$ cat config.mk
export PLATFORM = sky130hd
export DESIGN_NAME = prbg_pattern_engine_flat
export DESIGN_NICKNAME = d
export VERILOG_FILES = /design/src/rtl/prbg_pattern_engine_if.sv /design/src/rtl/prbg_pattern_engine.sv /design/src/flat_wrapper.sv
export SDC_FILE = /design/constraint.sdc
export NUM_CORES = 1
export LEC_CHECK = 0
export ABC_CLOCK_PERIOD_IN_PS = 4100
export CAP_MARGIN = 5
export CORE_AREA = 4 4 107 129
export DETAILED_ROUTE_END_ITERATION = 7
export DIE_AREA = 0 0 111 133
export HOLD_SLACK_MARGIN = 0.1
export PLACE_DENSITY_LB_ADDON = 0.2
export SLEW_MARGIN = 20
export SYNTH_ARGS = -nofsm -noshare
export SYNTH_HDL_FRONTEND = slang
export SYNTH_SLANG_ARGS = --single-unit
$ cat constraint.sdc
create_clock -name clk -period 4.1 [get_ports clk]
set_input_delay 1.23 -clock clk [delete_from_list [all_inputs] [get_ports clk]]
set_output_delay 1.23 -clock clk [all_outputs]
set_load 0.02 [all_outputs]
$ cat src/rtl/prbg_pattern_engine_if.sv
// Pattern word stream between the engine and the pattern detector.
// The master drives word and valid; the slave drives ready.
interface prbg_pattern_engine_if #(
  parameter int WIDTH = 8
);
  logic [WIDTH-1:0] pat_out;
  logic             pat_valid;
  logic             pat_ready;

  modport master (
    output pat_out,
    output pat_valid,
    input  pat_ready
  );

  modport slave (
    input  pat_out,
    input  pat_valid,
    output pat_ready
  );
endinterface

$ cat src/rtl/prbg_pattern_engine.sv
// Seeded pattern generator with shift-add, Galois LFSR and stride rules.
// Bursts are programmable in length or free-running until stop.
module prbg_pattern_engine #(
  parameter int               WIDTH   = 8,
  parameter int               SHIFT_W = 3,
  parameter int               ADD_W   = 3,
  parameter int               CNT_W   = 16,
  parameter logic [WIDTH-1:0] TAPS    = 8'hB8
) (
  input  logic                   clk,
  input  logic                   res,
  input  logic                   start,
  input  logic                   stop,
  input  logic [WIDTH-1:0]       seed,
  input  logic [1:0]             mode,
  input  logic [SHIFT_W-1:0]     r,
  input  logic [ADD_W-1:0]       b,
  input  logic [CNT_W-1:0]       burst_len,
  prbg_pattern_engine_if.master  pat,
  output logic                   busy,
  output logic                   done,
  output logic                   seed_fix
);

  typedef enum logic {
    S_IDLE,
    S_RUN
  } state_t;

  state_t             r_state;
  logic [WIDTH-1:0]   r_pat;
  logic               r_valid;
  logic               r_done;
  logic               r_fix;
  logic [CNT_W-1:0]   r_cnt;
  logic [1:0]         r_mode;
  logic [SHIFT_W-1:0] r_shamt;
  logic [ADD_W-1:0]   r_add;
  logic [CNT_W-1:0]   r_len;

  state_t             w_state_nxt;
  logic [WIDTH-1:0]   w_pat_nxt;
  logic               w_valid_nxt;
  logic               w_done_nxt;
  logic               w_fix_nxt;
  logic [CNT_W-1:0]   w_cnt_nxt;
  logic               w_cfg_ld;
  logic [WIDTH-1:0]   w_step;
  logic               w_xfer;
  logic               w_last;

  assign w_xfer = r_valid & pat.pat_ready;
  assign w_last = (r_len != '0) &&
                  (r_cnt == r_len - CNT_W'(1));

  always_comb begin
    w_step = '0;
    unique case (r_mode)
      2'd1: w_step = r_pat[0] ? ((r_pat >> 1) ^ TAPS)
                              : (r_pat >> 1);
      2'd2: w_step = r_pat + WIDTH'(r_add) + WIDTH'(1);
      default:
        w_step = r_pat + (r_pat << r_shamt)
               + WIDTH'(r_add);
    endcase
  end

  always_comb begin
    w_state_nxt = r_state;
    w_pat_nxt   = r_pat;
    w_valid_nxt = r_valid;
    w_cnt_nxt   = r_cnt;
    w_done_nxt  = 1'b0;
    w_fix_nxt   = 1'b0;
    w_cfg_ld    = 1'b0;
    unique case (r_state)
      S_IDLE: begin
        if (start) begin
          w_cfg_ld    = 1'b1;
          w_state_nxt = S_RUN;
          w_valid_nxt = 1'b1;
          w_cnt_nxt   = '0;
          // An all-zero LFSR state would lock up
          w_fix_nxt   = (mode == 2'd1) && (seed == '0);
          w_pat_nxt   = w_fix_nxt ? WIDTH'(1) : seed;
        end
      end
      S_RUN: begin
        if (stop) begin
          w_state_nxt = S_IDLE;
          w_valid_nxt = 1'b0;
          if (w_xfer) w_cnt_nxt = r_cnt + CNT_W'(1);
        end else if (w_xfer) begin
          if (w_last) begin
            w_state_nxt = S_IDLE;
            w_valid_nxt = 1'b0;
            w_done_nxt  = 1'b1;
          end else begin
            w_cnt_nxt = r_cnt + CNT_W'(1);
            w_pat_nxt = w_step;
          end
        end
      end
      default: w_state_nxt = S_IDLE;
    endcase
  end

  always_ff @(posedge clk) begin
    if (res) begin
      r_state <= S_IDLE;
      r_pat   <= '0;
      r_valid <= 1'b0;
      r_done  <= 1'b0;
      r_fix   <= 1'b0;
      r_cnt   <= '0;
      r_mode  <= '0;
      r_shamt <= '0;
      r_add   <= '0;
      r_len   <= '0;
    end else begin
      r_state <= w_state_nxt;
      r_pat   <= w_pat_nxt;
      r_valid <= w_valid_nxt;
      r_done  <= w_done_nxt;
      r_fix   <= w_fix_nxt;
      r_cnt   <= w_cnt_nxt;
      if (w_cfg_ld) begin
        r_mode  <= mode;
        r_shamt <= r;
        r_add   <= b;
        r_len   <= burst_len;
      end
    end
  end

  assign pat.pat_out   = r_pat;
  assign pat.pat_valid = r_valid;
  assign busy          = (r_state == S_RUN);
  assign done          = r_done;
  assign seed_fix      = r_fix;

endmodule

$ cat src/flat_wrapper.sv
// flat-port wrapper written by rule: the top's interface ports become plain ports
module prbg_pattern_engine_flat 
#(
  parameter int               WIDTH   = 8,
  parameter int               SHIFT_W = 3,
  parameter int               ADD_W   = 3,
  parameter int               CNT_W   = 16,
  parameter logic [WIDTH-1:0] TAPS    = 8'hB8
)
  (clk, res, start, stop, seed, mode, r, b, burst_len, busy, done, seed_fix, pat_pat_out, pat_pat_valid, pat_pat_ready);
  prbg_pattern_engine_if #(.WIDTH(WIDTH)) pat_i ();
  input  logic clk;
  input  logic res;
  input  logic start;
  input  logic stop;
  input  logic [WIDTH-1:0] seed;
  input  logic [1:0] mode;
  input  logic [SHIFT_W-1:0] r;
  input  logic [ADD_W-1:0] b;
  input  logic [CNT_W-1:0] burst_len;
  output logic busy;
  output logic done;
  output logic seed_fix;
  output wire logic [$bits(pat_i.pat_out)-1:0] pat_pat_out;
  output wire logic [$bits(pat_i.pat_valid)-1:0] pat_pat_valid;
  input wire logic [$bits(pat_i.pat_ready)-1:0] pat_pat_ready;
  assign pat_pat_out = pat_i.pat_out;
  assign pat_pat_valid = pat_i.pat_valid;
  assign pat_i.pat_ready = pat_pat_ready;
  prbg_pattern_engine #(.WIDTH(WIDTH), .SHIFT_W(SHIFT_W), .ADD_W(ADD_W), .CNT_W(CNT_W), .TAPS(TAPS)) u_core (.clk(clk), .res(res), .start(start), .stop(stop), .seed(seed), .mode(mode), .r(r), .b(b), .burst_len(burst_len), .pat(pat_i), .busy(busy), .done(done), .seed_fix(seed_fix));
endmodule
==> impl_results.md <==
- Leakage power: 1.66 nW
- Nets@finish: 569
- Die area: 14800 um^2
- Vias/cell: 5.38
- Yosys cell types: 70
- Post-synth EDFFs: 0
- Io pins: 49
- Core Footprint: 12600 um^2
- Async SR Flop Fraction: 0%
- Clock period minus final worst setup slack: 3.42 ns
- First-pass GRT wire length: 18200 um
- Worst IR Drop VDD: 0.000179 V
- Initial Utilization: 30.4%
- CTS tree: built
- #FFs+latches synth: 52
- Syn Nets: 540
- Avg Cell Area, Syn: 7.93 um^2
- Hold_buf cts: 0
- Worst slack, placed: 0.712 ns
- Xor/xnor cell area share of the yosys netlist: 8.04%
- Router iterations before antenna repair: 5
- Tcrit/Tclk final: 83.4%
- CP required: 4.34 ns
- Initial DRC count: 136
- Fmax achieved: 292 MHz
- Chip width: 111 um
- Max-cap violations: 0
- Sum Neg Setup Slack: 0 ns
- CTS buffer count: 5
- Reg-to-Reg End: u_core.pat.pat_out[7]
- Diodes inserted: 0
- Power density cells: 308 nW/um^2
- Mux cell area share after synthesis: 4.03%
- WHS Endpoint: u_core.r_add[0]
- Compound-cell area share of the yosys netlist: 21.2%
- Routed WL: 11000 um
- Final setup viols: 0
- Mapped Area: 3810 um^2
- Placer Congestion: 0.862
- Adder-Cell Fraction of Synth Area: 8.20%
- Vias in the first global route: 3619
- Layout cells sized above 1: 6.65%
- Status: completed
- Grt ovf: 0
- # port buffers: 48
- Rows: 45
- Kind of critical path: register to register
- Mapped Cells: 481
- Sequential area share after synthesis: 27.3%
- Final Hold Fails: 0
- Post-synthesis simple-gate area fraction: 25.7%
- Reg2Reg Setup Slack: 0.68 ns
- Final-report max-slew violation count: 0
- R2R Path Start: u_core.r_shamt[1]
- CP Capture Type: register
- Via count: 3633
- Arr. time, crit path: 3.65 ns
- Combinational family with the most area after synthesis: simple AND/OR/NAND/NOR gates
- RSZ-0062 raised after global routing: no
- Worst Tran Pin Value: 0.640 ns
- GRT Overall Usage: 15.1%
- Register-to-Register Path Depth: 13
- Synth-to-Final Area Change: 19.9%
- Worst Hold Path Cells: 2
- Worst-path clk slew: 0.07 ns
- Worst Setup Start Kind: register
- Post-CTS Setup Bufs: 0
- TritonCTS Sinks: 52
- Clock Latency Late Sink: 0.30 ns
- H-tree depth: 2
- Post-Route Skew: 0.00866 ns
- Final setup margin: 0.680 ns
- DP Wirelength: 8330 um
- Root Driver: clkbuf_16
- Hold Crit Start: u_core.r_add[0]
- Initial antenna violation count: 0
- Max Root-Sink Buffers: 2
- Top fanout value on the critical path: 11
- Wire length per cell: 16.2 um
- Min-delay worst type: register to register
- # DRC: 0
- Post-route antenna net violation count: 0
- Slew margin rel.: 57.2%
- Die Ht: 133 um
- Commonest register cell after synthesis: dfxtp_1
- YS warnings: 0
- Post_cts resized: 0
- Largest net degree at the start of global routing: 37
cells in the final DEF (no fill, tap or decap), types with 10 or more instances in the layout:
cell type        instances
inv_1                   16
nand2_1                 72
or4_1                   10
clkdlybuf4s50_1         48
a21oi_1                 52
mux2i_1                 12
nor2_1                  19
dfxtp_1                 52
ha_1                    17
xnor2_1                 20
nand4_1                 10
or3_1                   11
xor2_1                  15
o21ai_0                 10
logic make-up after synthesis:
| kind of cell | Yosys count |
|---|---|
| mux | 14 |
| compound gates | 124 |
| xor+xnor | 35 |
| buf+inv | 51 |
| fa+ha+maj | 22 |
| simple gates | 183 |
| flops | 52 |
cell type report:
type	count	area, um^2
fillers	1316	7980
clock inverters	3	27.5
inverters	17	63.8
clock buffers	5	125
repair buffers	56	541
well taps	164	205
multi-input cells	378	2570
flip-flops and latches	52	1040
worst max-delay path: stages, from the launching register on:
cell and delay [ns]:
dfxtp_1 0.60, mux2i_1 0.33, o22a_1 0.19, nor2_1 0.06, fa_1 0.50, fa_1 0.49, a211oi_1 0.32, o21bai_1 0.13
a21oi_1 0.19, xnor2_1 0.13, nand2_1 0.07, o211ai_1 0.11, o211ai_1 0.11, o21ai_1 0.13
flip-flops by register name (all words and copies together) (netlist names):
signal                count
u_core.pat.pat_out        8
u_core.r_cnt             16
u_core.done               1
u_core.busy               1
u_core.r_shamt            3
u_core.r_mode             2
u_core.seed_fix           1
u_core.pat.pat_valid      1
u_core.r_len             16
u_core.r_add              3
layer usage:
metal	share of wire [%]	wire length [um]	global-route usage (%)	vias to the layer above
li1	-	-	-	1798
met1	41	4530	17.5	1734
met2	52	5700	27.9	80
met3	3.7	406	2.06	21
met4	2.9	321	6.16	0
met5	0	0	0	-
worst max path at each step:
| stage | start | to | slack, ns |
|---|---|---|---|
| after floorplan | u_core.pat.pat_out[0] | u_core.pat.pat_out[7] | 0.82 |
| after global placement | pat_pat_ready | u_core.r_cnt[12] | 0.78 |
| after detailed placement | pat_pat_ready | u_core.r_cnt[12] | 0.71 |
| after CTS | u_core.r_shamt[1] | u_core.pat.pat_out[7] | 0.70 |
| after global routing | u_core.r_shamt[1] | u_core.pat.pat_out[6] | 0.44 |
| final | u_core.r_shamt[1] | u_core.pat.pat_out[7] | 0.68 |
cell usage after synthesis (5+ instances only):
cell type   n  area, um^2
a211oi_1    6        45.0
a21oi_1    52         260
and3_1      6        37.5
clkbuf_1   26        97.6
dfxtp_1    52        1040
fa_1        5         100
ha_1       17         213
inv_1      16        60.1
mux2i_1    12         120
nand2_1    72         270
nand2b_1    6        37.5
nand3_1     9        45.0
nand4_1    10        62.6
nor2_1     19        71.3
nor2b_1     6        37.5
nor3_1      9        45.0
o211ai_1    5        37.5
o21ai_0    10        50.1
o21ai_1     9        45.0
o31ai_1     5        37.5
or3_1      11        68.8
or4_1      10        75.1
xnor2_1    20         175
xor2_1     15         131
power by group:
part,switching [W],internal (W)
registers,0.0000456,0.000527
logic,0.000207,0.000183
clock network,0.000212,0.000232
stage by stage:
stage                     utilization [%]  instances  hold WS (ns)  total power, W  area [um^2]
after floorplan                         -        481         0.436        0.000840         3810
after global placement               35.2        667         0.455        0.000970         4420
after detailed placement             35.2        667         0.460        0.000976         4420
after CTS                            36.4        675         0.471         0.00143         4580
after global routing                 36.4        675         0.493         0.00149         4580
final                                36.4        675         0.473         0.00141         4580
(Power assumes the default switching activity.)
